===== src/rtl/rv32_pkg.sv =====
// Shared RV32I pipeline constants and small helpers used by the fetch-stage
// program-counter register.
package rv32_pkg;

  // Architectural register and address width.
  localparam int XLEN = 32;

  // Default address the PC is forced to while reset is asserted.
  // Any override must be 4-byte aligned.
  localparam logic [XLEN-1:0] RESET_VECTOR_DEFAULT = 32'h0000_0000;

  // Size of one RV32I instruction. This is the step used for the sequential PC.
  localparam int INSTR_BYTES = 4;

  // An instruction address is misaligned when either of its two low bits is set.
  function automatic logic addr_misaligned(input logic [1:0] addr_lsb);
    return |addr_lsb;
  endfunction

endpackage


===== src/rtl/pc_reg.sv =====
// Program-counter register for the fetch stage. It holds the address being
// fetched, loads the next-PC mux output when pc_write is set, and holds when
// the hazard unit stalls fetch. It also provides the sequential PC+4 and a
// misalignment flag.
module pc_reg
  import rv32_pkg::*;
#(
  parameter int              XLEN_P       = XLEN,
  parameter logic [XLEN_P-1:0] RESET_VECTOR = RESET_VECTOR_DEFAULT
) (
  input  logic              clk,
  input  logic              rst,
  input  logic              pc_write,
  input  logic [XLEN_P-1:0] pc_next,
  output logic [XLEN_P-1:0] pc_out,
  output logic [XLEN_P-1:0] pc_plus4,
  output logic              pc_misaligned
);

  // PC state: reset wins asynchronously; otherwise load on pc_write, else hold.
  // pc_next is stored verbatim. A misaligned target is only flagged here, and
  // downstream exception logic decides whether to trap.
  always_ff @(posedge clk or posedge rst) begin
    if (rst) begin
      pc_out <= RESET_VECTOR;
    end else if (pc_write) begin
      pc_out <= pc_next;
    end
  end

  // Derived outputs depend only on the registered PC, so they stall along with
  // it and never see glitches on pc_next. The add wraps modulo 2^XLEN.
  always_comb begin
    pc_plus4      = pc_out + XLEN_P'(INSTR_BYTES);
    pc_misaligned = addr_misaligned(pc_out[1:0]);
  end

endmodule


===== config.mk =====
export PLATFORM = sky130hd
export DESIGN_NAME = pc_reg
export DESIGN_NICKNAME = d
export VERILOG_FILES = /design/src/rtl/rv32_pkg.sv /design/src/rtl/pc_reg.sv
export SDC_FILE = /design/constraint.sdc
export NUM_CORES = 1
export LEC_CHECK = 0
export CAP_MARGIN = 20
export CORE_AREA = 2 2 80 67
export CTS_CLUSTER_DIAMETER = 50
export DETAILED_ROUTE_END_ITERATION = 16
export DIE_AREA = 0 0 82 69
export PLACE_DENSITY_LB_ADDON = 0.12
export SKIP_CTS_REPAIR_TIMING = 1
export SYNTH_ARGS = -nofsm -noshare
export SYNTH_HDL_FRONTEND = slang
export SYNTH_SLANG_ARGS = --single-unit

===== constraint.sdc =====
create_clock -name clk -period 2.1 [get_ports clk]
set_input_delay 0.525 -clock clk [delete_from_list [all_inputs] [get_ports clk]]
set_output_delay 0.525 -clock clk [all_outputs]
set_load 0.005 [all_outputs]

; After elaboration in Yosys (flattened, before gate mapping)
; Cells that the tools add are included.
[totals]
regBits = 32
latchBits = 0
ram_bits = 0
rom_bits = 0
elab_cells = 3
mem_count = 0
[classes]
addsub = 1
multipliers = 0
div = 0
order_cmp = 0
eq_ne = 0
shifts = 0
muxes = 0
bitwise = 0
reduce_logical = 1
[ops]
columns = cell, n
row1 = $add 32x3->32 const B, 1
row2 = $reduce_or 2->1, 1

; Longest topological paths before layout
[logic_depth]
word_depth = 1
depth_mapped = 5
depth_no_buf = 5

; Worst setup path after synthesis
; No wires, ideal clock.
[synth_timing]
path_type = reg-to-output
start = register pc_out[11]
end = output pc_plus4[28]
arrival_time_ns = 1.421
setup_slack_ns = 0.154
path_stages_with_launch = 6
cell_sequence = dfrtp_1 > and4_4 > nand4_4 > buf_6 > nor4_4 > xor2_1
[synth_between]
elab_chain_cells = 1
[synth_lines]
columns = item, line
row1 = "start, declared", pc_reg.sv:15  ; output logic [XLEN_P-1:0] pc_out,
row2 = "start signal, assigned", pc_reg.sv:27  ; pc_out <= pc_next;
row3 = $add 32x3->32, pc_reg.sv:34  ; pc_plus4 = pc_out + XLEN_P'(INSTR_BYTES);
row4 = "end, declared", pc_reg.sv:16  ; output logic [XLEN_P-1:0] pc_plus4,
; Every way passes these cells.

; Worst setup path after layout
[layout_timing]
start = register pc_out[2]
end = output pc_plus4[19]
; The elaborated chain is that of the path after synthesis.

==> impl_results.md <==
* Register with the most flip-flops: pc_out
* First-pass GRT wire length at 8390 µm
* CP Launch Type: register
* Vias in the first global route at 1762
* Chip height at 69 µm
* Clk buf depth at 2
* Post-Syn Area per Cell at 11.3 µm²
* Crit path setup slack, layout at -0.303 ns
* Remaining antenna violation count at 0
* Synth top area cells: dfrtp_1 43%, mux2_2 16%, xnor2_1 7.6%, xor2_1 5.7%, nor4_4 4.6%
* Clock Latency Late Sink at 0.28 ns
* DRT iter0 DRCs at 59
* P_leak at 0.00168 µW
* CP endpoint kind: output port
* Inserted Clock Buffers at 5
* Critical Path RT at 1.57 ns
* CTS Root Cell: clkbuf_8
* Final setup skew at 0 ns
* Post-synthesis sequential area ratio at 43.3%
* Fmax at 0.416 GHz
* N_diodes at 0
* Syn Nets at 199
* Post-synth ARST share at 100%
* Row count at 23
* Clock sink total at 32
* Synth top area share at 43.3%
* Pre-Repair DR Iteration Count at 4
* Global route total overflow at 0
* Worst-Margin Slew at 0.401 ns
* Yosys reg bits at 32
* Worst hold path class: reg2reg
* Post-synth EDFFs at 0
* GP Congestion at 0.772
* Pre-CTS WS at -0.385 ns
* Top flop regs: pc_out (32)
* Max reg flops at 32
* Layout cell share with drive strength beyond 1 at 48.3%
* Residual DRC at 0
* H-tree depth at 2
* Max-cap check violation count at 0
* YS warnings at 0
* Max IR drop VDD at 0.000448 V
* Slew Limit Headroom at 73.3%
* HPWL after detailed placement at 4100 µm
* Number of buffers added on ports at 99
* Final setup fails at 20
* Synth area leader: dfrtp_1
* Failing checks: setup timing
* TritonCTS clock tree: built
* Max FO, Critical Path at 3
* WL/cell at 15.4 µm
* WS Path Type: reg2out
* Largest net degree at the start of global routing at 38
* Main flop type after synthesis: dfrtp_1
* Post-synth design cell area at 1850 µm²
* Post-synth cell types at 28
* Vias post-DR at 1878
* Routed WL at 5980 µm
* Io pins at 100
* Vias per Instance at 4.85
* Reg clk slew, reported paths at 0.06 ns
* Die width at 82 µm
* Final Hold Viols at 0
* CORE AREA at 4830 µm²
* Initial Util at 38.3%
* Setup tns final at -3.08 ns
* Fin crit share at 114%
* Post-DP Area at 3250 µm²
* Total track usage at 19.3%
* Outcome: finished, violations left
* Final instance area at 3610 µm²
* Slew Limit Fails at 0
* Die area at 5660 µm²
* RSZ-0062 raised after global routing: true
* Antenna violations before repair at 0
* Pwr dens at 526 nW/µm²
* Mapped Cells at 163
* Tmin final at 2.40 ns
* Data arrival time of the critical path at 1.88 ns
* Top cells by count, synth: 32 x dfrtp_1, 27 x mux2_2, 16 x nand2_1, 16 x xnor2_1, 12 x xor2_1
* Layout area overhead at 95.3%
* Net count reported at finish at 361
* Most common cell in the netlist: dfrtp_1
-- kinds of logic (layout without fill, tap and decap cells) --
| logic type | Yosys count | in the layout | share of synthesized area (%) |
|---|---|---|---|
| and+or+nand+nor | 57 | 57 | 21.4 |
| buffers and inverters | 13 | 175 | 3.59 |
| AOI/OAI and AO/OA | 5 | 5 | 1.35 |
| muxes | 27 | 27 | 16.4 |
| adders and majority gates | 1 | 1 | 0.676 |
| xor gates and xnor gates | 28 | 28 | 13.3 |
| DFF | 32 | 32 | 43.3 |
-- final cells by class --
class	count	area (µm²)
clock buffer	7	96.3
fill	345	1220
inverter	6	22.5
multi-input combinational	118	1190
sequential	32	801
tap	62	77.6
timing repair buffer	162	1430
-- through the flow --
| stage | power, µW | utilization [%] | instances | hold slack, ns |
|---|---|---|---|---|
| 5_1_grt | 2000 | 74.7 | 387 | 0.604 |
| 6_report | 1900 | 74.7 | 387 | 0.558 |
| 2_1_floorplan | 947 | - | 163 | 0.543 |
| 3_3_place_gp | 1410 | 67.2 | 365 | 0.537 |
| 3_5_place_dp | 1420 | 67.2 | 365 | 0.549 |
| 4_1_cts | 1920 | 69.2 | 372 | 0.564 |
-- worst paths after layout --
check,from,end,slack (ns),cells past startpoint
max in group asynchronous,rst,pc_out[27]$_DFFE_PP0P_,1.17,3
min,pc_out[0]$_DFFE_PP0P_,pc_out[0]$_DFFE_PP0P_,0.56,1
min in group asynchronous,rst,pc_out[0]$_DFFE_PP0P_,0.63,3
max reg2reg,pc_out[23]$_DFFE_PP0P_,pc_out[23]$_DFFE_PP0P_,1.07,3
min reg2reg,pc_out[0]$_DFFE_PP0P_,pc_out[0]$_DFFE_PP0P_,0.56,1
max,pc_out[2]$_DFFE_PP0P_,pc_plus4[19],-0.30,6
-- critical path: stages (launching register included) --
cell and delay (ns):
dfrtp_1 0.41, and4_4 0.26, buf_4 0.12, nand3_4 0.08, or4_4 0.45, xnor2_2 0.15, buf_2 0.12
-- metal layers --
metal | share of wire, % | vias up | GRT usage [%]
li1 | - | 895 | -
met1 | 41 | 900 | 24.9
met2 | 50 | 70 | 30.2
met3 | 7.0 | 13 | 6.28
met4 | 2.5 | 0 | 6.48
met5 | 0 | - | 0
-- cell usage in the layout, fill, tap and decap left out, types with 4 or more instances in the layout --
master,count
nand2_1,12
xor2_1,12
and4_4,4
o21ai_0,5
buf_6,12
clkdlybuf4s50_1,71
dlymetal6s2s_1,5
nor4_4,7
buf_4,49
dfrtp_1,32
inv_1,6
xnor2_1,13
mux2_2,27
clkbuf_8,7
nand3_1,6
nand4_1,5
nor2_4,4
buf_2,20
-- power by group --
part           total, µW  switching, µW  internal, µW  leakage (µW)
Sequential           718           40.4           678      0.000376
Clock                494            203           291     0.0000503
Combinational        686            265           421       0.00126
Total               1900            508          1390       0.00168
Note: power is estimated with default switching activity, not from simulation.
